`src/rtl/skinny_pkg.sv`:
```
// Shared definitions for the SKINNY-128-384+ round sequencer: round count,
// FSM encoding and the 6-bit round-constant LFSR step.
package skinny_pkg;

  localparam int SKINNY_ROUNDS = 40;

  function automatic int calc_cycles(input int numrnd);
    return SKINNY_ROUNDS / numrnd;
  endfunction

  localparam logic [1:0] FSM_IDLE = 2'd0;
  localparam logic [1:0] FSM_RUN  = 2'd1;
  localparam logic [1:0] FSM_DONE = 2'd2;

  typedef enum logic [1:0] {
    S_IDLE = FSM_IDLE,
    S_RUN  = FSM_RUN,
    S_DONE = FSM_DONE
  } fsm_t;

  function automatic logic [5:0] rc_step(input logic [5:0] x);
    return {x[4:0], x[5] ^ x[4] ^ 1'b1};
  endfunction

endpackage

```
`src/rtl/skinny_rc_gen.sv`:
```
// Combinational round-constant generator: unrolls NUMRND LFSR steps from the
// current constant register and also returns the last value for reloading.
module skinny_rc_gen
  import skinny_pkg::*;
#(
  parameter int NUMRND = 2
) (
  input  logic [5:0]          i_rc,
  output logic [6*NUMRND-1:0] o_const,
  output logic [5:0]          o_last
);

  logic [5:0] w_rc;

  always_comb begin
    w_rc    = i_rc;
    o_const = '0;
    for (int i = 0; i < NUMRND; i++) begin
      w_rc               = rc_step(w_rc);
      o_const[6*i +: 6]  = w_rc;
    end
    o_last = w_rc;
  end

endmodule

```
`src/rtl/skinny_rnd_ctrl.sv`:
```
// Iterative sequencer driving the unrolled SKINNY-128-384+ datapath for 40 rounds.
// Optional macro SKINNY_RND_CTRL_BACK2BACK_EN lets DONE accept the next block directly.
module skinny_rnd_ctrl
  import skinny_pkg::*;
#(
  parameter int NUMRND  = 2,
  parameter int FULLCNT = 1
) (
  input  logic                      clk,
  input  logic                      rst,
  input  logic                      in_valid_i,
  output logic                      in_ready_o,
  input  logic [127:0]              state_i,
  input  logic [127:0]              tweak_i,
  input  logic [127:0]              key_i,
  input  logic [64+64*FULLCNT-1:0]  cnt_i,
  output logic                      out_valid_o,
  input  logic                      out_ready_i,
  output logic [127:0]              state_o,
  output logic [127:0]              rnd_state_o,
  output logic [127:0]              rnd_tweak_o,
  output logic [127:0]              rnd_key_o,
  output logic [64+64*FULLCNT-1:0]  rnd_cnt_o,
  output logic [6*NUMRND-1:0]       rnd_const_o,
  input  logic [127:0]              nxt_state_i,
  input  logic [127:0]              nxt_tweak_i,
  input  logic [127:0]              nxt_key_i,
  input  logic [64+64*FULLCNT-1:0]  nxt_cnt_i
);

  localparam int CYCLES = calc_cycles(NUMRND);
  localparam int CYC_W  = (CYCLES > 1) ? $clog2(CYCLES) : 1;
  localparam int CNT_W  = 64 + 64 * FULLCNT;
  localparam logic [CYC_W-1:0] CYC_LAST = CYC_W'(CYCLES - 1);

  fsm_t              r_fsm;
  fsm_t              w_fsm_nxt;
  logic              w_accept;
  logic              w_step;
  logic [127:0]      r_state;
  logic [127:0]      r_tweak;
  logic [127:0]      r_key;
  logic [CNT_W-1:0]  r_cnt;
  logic [5:0]        r_rc;
  logic [CYC_W-1:0]  r_cyc;
  logic [5:0]        w_rc_last;

  skinny_rc_gen #(.NUMRND(NUMRND)) u_rc_gen (
    .i_rc    (r_rc),
    .o_const (rnd_const_o),
    .o_last  (w_rc_last)
  );

  always_comb begin
    w_fsm_nxt   = r_fsm;
    w_accept    = 1'b0;
    w_step      = 1'b0;
    in_ready_o  = 1'b0;
    out_valid_o = 1'b0;
    case (r_fsm)
      S_IDLE: begin
        in_ready_o = 1'b1;
        if (in_valid_i) begin
          w_accept  = 1'b1;
          w_fsm_nxt = S_RUN;
        end
      end
      S_RUN: begin
        w_step = 1'b1;
        if (r_cyc == CYC_LAST) w_fsm_nxt = S_DONE;
      end
      S_DONE: begin
        out_valid_o = 1'b1;
`ifdef SKINNY_RND_CTRL_BACK2BACK_EN
        in_ready_o = out_ready_i;
        if (out_ready_i) begin
          if (in_valid_i) begin
            w_accept  = 1'b1;
            w_fsm_nxt = S_RUN;
          end else begin
            w_fsm_nxt = S_IDLE;
          end
        end
`else
        if (out_ready_i) w_fsm_nxt = S_IDLE;
`endif
      end
      default: w_fsm_nxt = S_IDLE;
    endcase
  end

  always_ff @(posedge clk) begin
    if (rst) r_fsm <= S_IDLE;
    else     r_fsm <= w_fsm_nxt;
  end

  // cyc saturates on the final round so it can never wrap for power-of-two CYCLES
  always_ff @(posedge clk) begin
    if (rst) begin
      r_state <= '0;
      r_tweak <= '0;
      r_key   <= '0;
      r_cnt   <= '0;
      r_rc    <= '0;
      r_cyc   <= '0;
    end else if (w_accept) begin
      r_state <= state_i;
      r_tweak <= tweak_i;
      r_key   <= key_i;
      r_cnt   <= cnt_i;
      r_rc    <= '0;
      r_cyc   <= '0;
    end else if (w_step) begin
      r_state <= nxt_state_i;
      r_tweak <= nxt_tweak_i;
      r_key   <= nxt_key_i;
      r_cnt   <= nxt_cnt_i;
      r_rc    <= w_rc_last;
      if (r_cyc != CYC_LAST) r_cyc <= r_cyc + CYC_W'(1);
    end
  end

  assign state_o     = r_state;
  assign rnd_state_o = r_state;
  assign rnd_tweak_o = r_tweak;
  assign rnd_key_o   = r_key;
  assign rnd_cnt_o   = r_cnt;

endmodule

```
`config.mk`:
```
export PLATFORM = sky130hd
export DESIGN_NAME = skinny_rnd_ctrl
export DESIGN_NICKNAME = d
export VERILOG_FILES = /design/src/rtl/skinny_pkg.sv /design/src/rtl/skinny_rc_gen.sv /design/src/rtl/skinny_rnd_ctrl.sv
export SDC_FILE = /design/constraint.sdc
export NUM_CORES = 1
export LEC_CHECK = 0
export ABC_CLOCK_PERIOD_IN_PS = 2200
export CORE_AREA = 2 2 652 654
export DETAILED_ROUTE_END_ITERATION = 16
export DIE_AREA = 0 0 654 656
export HOLD_SLACK_MARGIN = 0.06
export PLACE_DENSITY_LB_ADDON = 0.08
export SYNTH_ARGS = -nofsm -noshare
export SYNTH_HDL_FRONTEND = slang
export SYNTH_SLANG_ARGS = --single-unit
```
`constraint.sdc`:
```
create_clock -name clk -period 2.2 [get_ports clk]
set_clock_uncertainty 0.2 [all_clocks]
set_input_delay 0.44 -clock clk [delete_from_list [all_inputs] [get_ports clk]]
set_output_delay 0.44 -clock clk [all_outputs]
set_load 0.005 [all_outputs]
```
==> metrics.md <==
| Metric | Value |
|---|---|
| Status | finished, violations left |
| Failing checks | setup timing |
| Standard-cell rows | roughly 240 |
| Netlist cell types | 25 |
| Worst EP arrival | between 1.5 and 2 ns |
| Post-synthesis cell area | 23600 um2 |
| Area of the core | roughly 420000 um2 |
| Placed insts | approximately 10000 |
| Max Clk Rate | roughly 430 MHz |
| Die Width | between 600 and 700 um |
| Initial antenna violation count | around 150 |
| CTS clk-pin slew, worst paths | ~0.06 ns |
| Cell at the root of the clock tree | clkbuf_16 |
| CP startpoint kind | flop |
| Hold/Removal Path Class | in2reg |
| Syn Inst Count | approximately 3100 |
| Worst Path Max Fanout | 3 |
| Placer Congestion | 0.815 |
| Vias | about 34000 |
| Initial Util | under 10% |
| Fill count | 48500 |
| Max Cap Viol | 0 |
| Slew @ Worst Pin | between 0.6 and 0.7 ns |
| Sequential element share of the synthesized area | 44.6% |
| # clock sinks | between 500 and 600 |
| Max clock buf depth | 4 |
| Post-layout util | between 10% and 20% |
| Avg Vias per Cell | ~3.0 |
| Critical path endpoint category | output port |
| DP Area | 48500 um2 |
| Syn_area_per_cell | approximately 7.6 um2 |
| Unrepaired setup endpoints after global routing | true |
| Area of the multi-input gates | between 10000 and 15000 um2 |
| Final hold vios | 0 |
| H-tree level count | 3 |
| Leak | between 20 and 25 nW |
| # IOs | between 1500 and 2000 |
| Crit path max-delay cell type | dfxtp_4 |
| First-pass GRT wire length | slightly below 400 mm |
| Number of global-route vias before repair | 35700 |
| Critical path type | reg2out |
| Layout cells sized above 1 | between 20% and 30% |
| Maximum number of pins on one net before global-route repair | slightly above 70 |
| All-layer global routing usage | a little over an eighth |
| Slowest cell delay on critical path | approximately 0.37 ns |
| Final worst slack | -0.110 ns |
| Slew HR | 56.4% |
| Final Cycle Share | 105% |
| Most area-hungry cell type in the Yosys netlist | dfxtp_1 |
| Power per cell area | 627 nW/um2 |
| Syn_nets | 4114 |
| Commonest non-fill, non-tap cells in the layout | 1026 x clkdlybuf4s50_1, 794 x dlygate4sd3_1, 513 x nor2_1, 511 x a21oi_1, 496 x nand2_1 |
| Routed Antenna Nets | 0 |
| Critical Path RT | approximately 1.6 ns |
| Max IR drop VDD | 541 uV |
| CTS tree | built |
| Share of the synthesized area in the top cell type | between 40% and 50% |
| Final setup viols | 6 |
| Post-route DRC | 0 |
| Initial drt markers | about 1500 |
| Ranking of synthesized cells by area | dfxtp_1 45%, a211oi_1 15%, a21oi_1 11% |
| CP delay by family, top | flip-flops |
| Routed WL per cell | between 20 and 30 um |
| Final net count | 6600 |
| Remaining global-route overflow | 0 |
| YS warnings | 0 |
| Post-Route WL | ~310 mm |
| Most frequent CP cell | buf_6 |
| Final instance area | roughly 60000 um2 |
| First drt pass iteration count | 5 |
| Cts bufs inserted | 96 |
| Die area | around 430000 um2 |
| Clk_lat worst skew | 0.86 ns |
| Area grow syn2layout | 159% |
| CP cell instances | xnor2_4 > buf_6 > buf_6 |
| WP buf/inv | 2 |
| Yosys reg bits | 525 |
| Reg area | 10900 um2 |
| Commonest non-fill, non-tap cell in the layout | clkdlybuf4s50_1 |
| Total negative slack | -0.307 ns |
| Final std cells w/o fill | between 10000 and 15000 |
| Die Span Y | approximately 660 um |
| Slew Limit Fails | 0 |
| Post-DP HPWL | between 200 and 300 mm |
| Final worst path period need | approximately 2.3 ns |
| Port Buf Inserts | 1681 |
-- registers in the layout, indices dropped and copies added (netlist names) --
name         flops
r_cyc            5
r_fsm            2
r_rc             6
rnd_cnt_o      128
rnd_key_o      128
rnd_state_o    128
rnd_tweak_o    128
-- layout make-up --
cell class              instances  area share (%)
diodes                         51           0.209
clock buffers                 152            4.71
clock inverters                17           0.375
multi-input cells            2131            18.2
flip-flops and latches        525            17.8
well taps                    5663            11.6
repair buffers               2817            47.1
-- report_power, final --
group / switching (mW) / total [mW] / internal [mW]
Sequential: 0.743 / 11.2 / 10.4
Combinational: 5.53 / 11.2 / 5.70
Clock: 6.49 / 15.8 / 9.36
Total: 12.8 / 38.2 / 25.5
-- cell families (layout without fill, tap and decap cells) --
family          after synthesis  after routing  share of synthesized area (%)
xor+xnor                      2              2                         0.0744
other cells                   0             51                              0
flops                       525            525                           44.6
simple gates               1114           1114                           19.1
compound gates             1014           1014                           26.7
fa+ha+maj                     1              1                         0.0531
buf+inv                     429           2986                           9.46
-- per-stage QoR --
step / total power, mW / setup WS, ns / hold slack [ns]
after floorplan: 13.7 / 0.382 / 0.249
final: 38.2 / -0.110 / 0.126
after global routing: 40.3 / -0.199 / 0.0803
after global placement: 21.6 / -0.805 / 0.265
after CTS: 39.4 / -0.246 / 0.0609
after detailed placement: 21.5 / -0.788 / 0.266
-- final timing paths --
check | start | end | slack, ns | depth (start not counted)
hold / removal | nxt_state_i[9] | rnd_state_o[9] | 0.13 | 3
hold reg to reg | rnd_cnt_o[91] | rnd_cnt_o[91] | 0.29 | 2
setup / recovery | r_rc[4] | rnd_const_o[0] | -0.11 | 3
setup reg to reg | r_fsm[0] | rnd_key_o[84] | -0.01 | 9
-- tightest hold or removal path, delay by kind of cell --
kind                   cells  cell delay (ns)
AO/OA/AOI/OAI              1             0.10
AND/OR/NAND/NOR            1             0.20
buffers and inverters      1             0.40
-- synthesized netlist by cell type --
cell,n
o21ba_2,1
buf_1,14
buf_4,140
nor2_1,514
a21oi_1,524
nor3b_4,1
nand3b_1,3
clkbuf_1,201
nor3_1,29
nand2_1,498
nand2b_1,26
nor4bb_1,1
o21ai_0,4
nand3_1,1
or3b_2,30
buf_2,73
clkbuf_2,1
xnor2_1,2
nor2b_1,2
dfxtp_1,525
or3_1,4
o21bai_1,1
a211oi_1,484
or2b_1,5
ha_1,1
-- per-layer routing --
metal	routed length (um)	global-route usage, %	vias to the layer above	part of all wire (%)
met2	159000	25.3	1245	52
met3	21300	3.90	328	6.9
met5	278	0	-	0.090
met4	6640	2.51	46	2.1
met1	121000	15.1	16700	39
li1	-	-	15700	-
-- repair_timing --
item	CTS	global route
resized for setup	2166	79
hold buffers	794	0
gates cloned	2	20
buffers inserted	53	16
pin swaps	0	63
setup endpoints to repair	636	99
hold endpoints to repair	498	0
(Power assumes the default switching activity.)
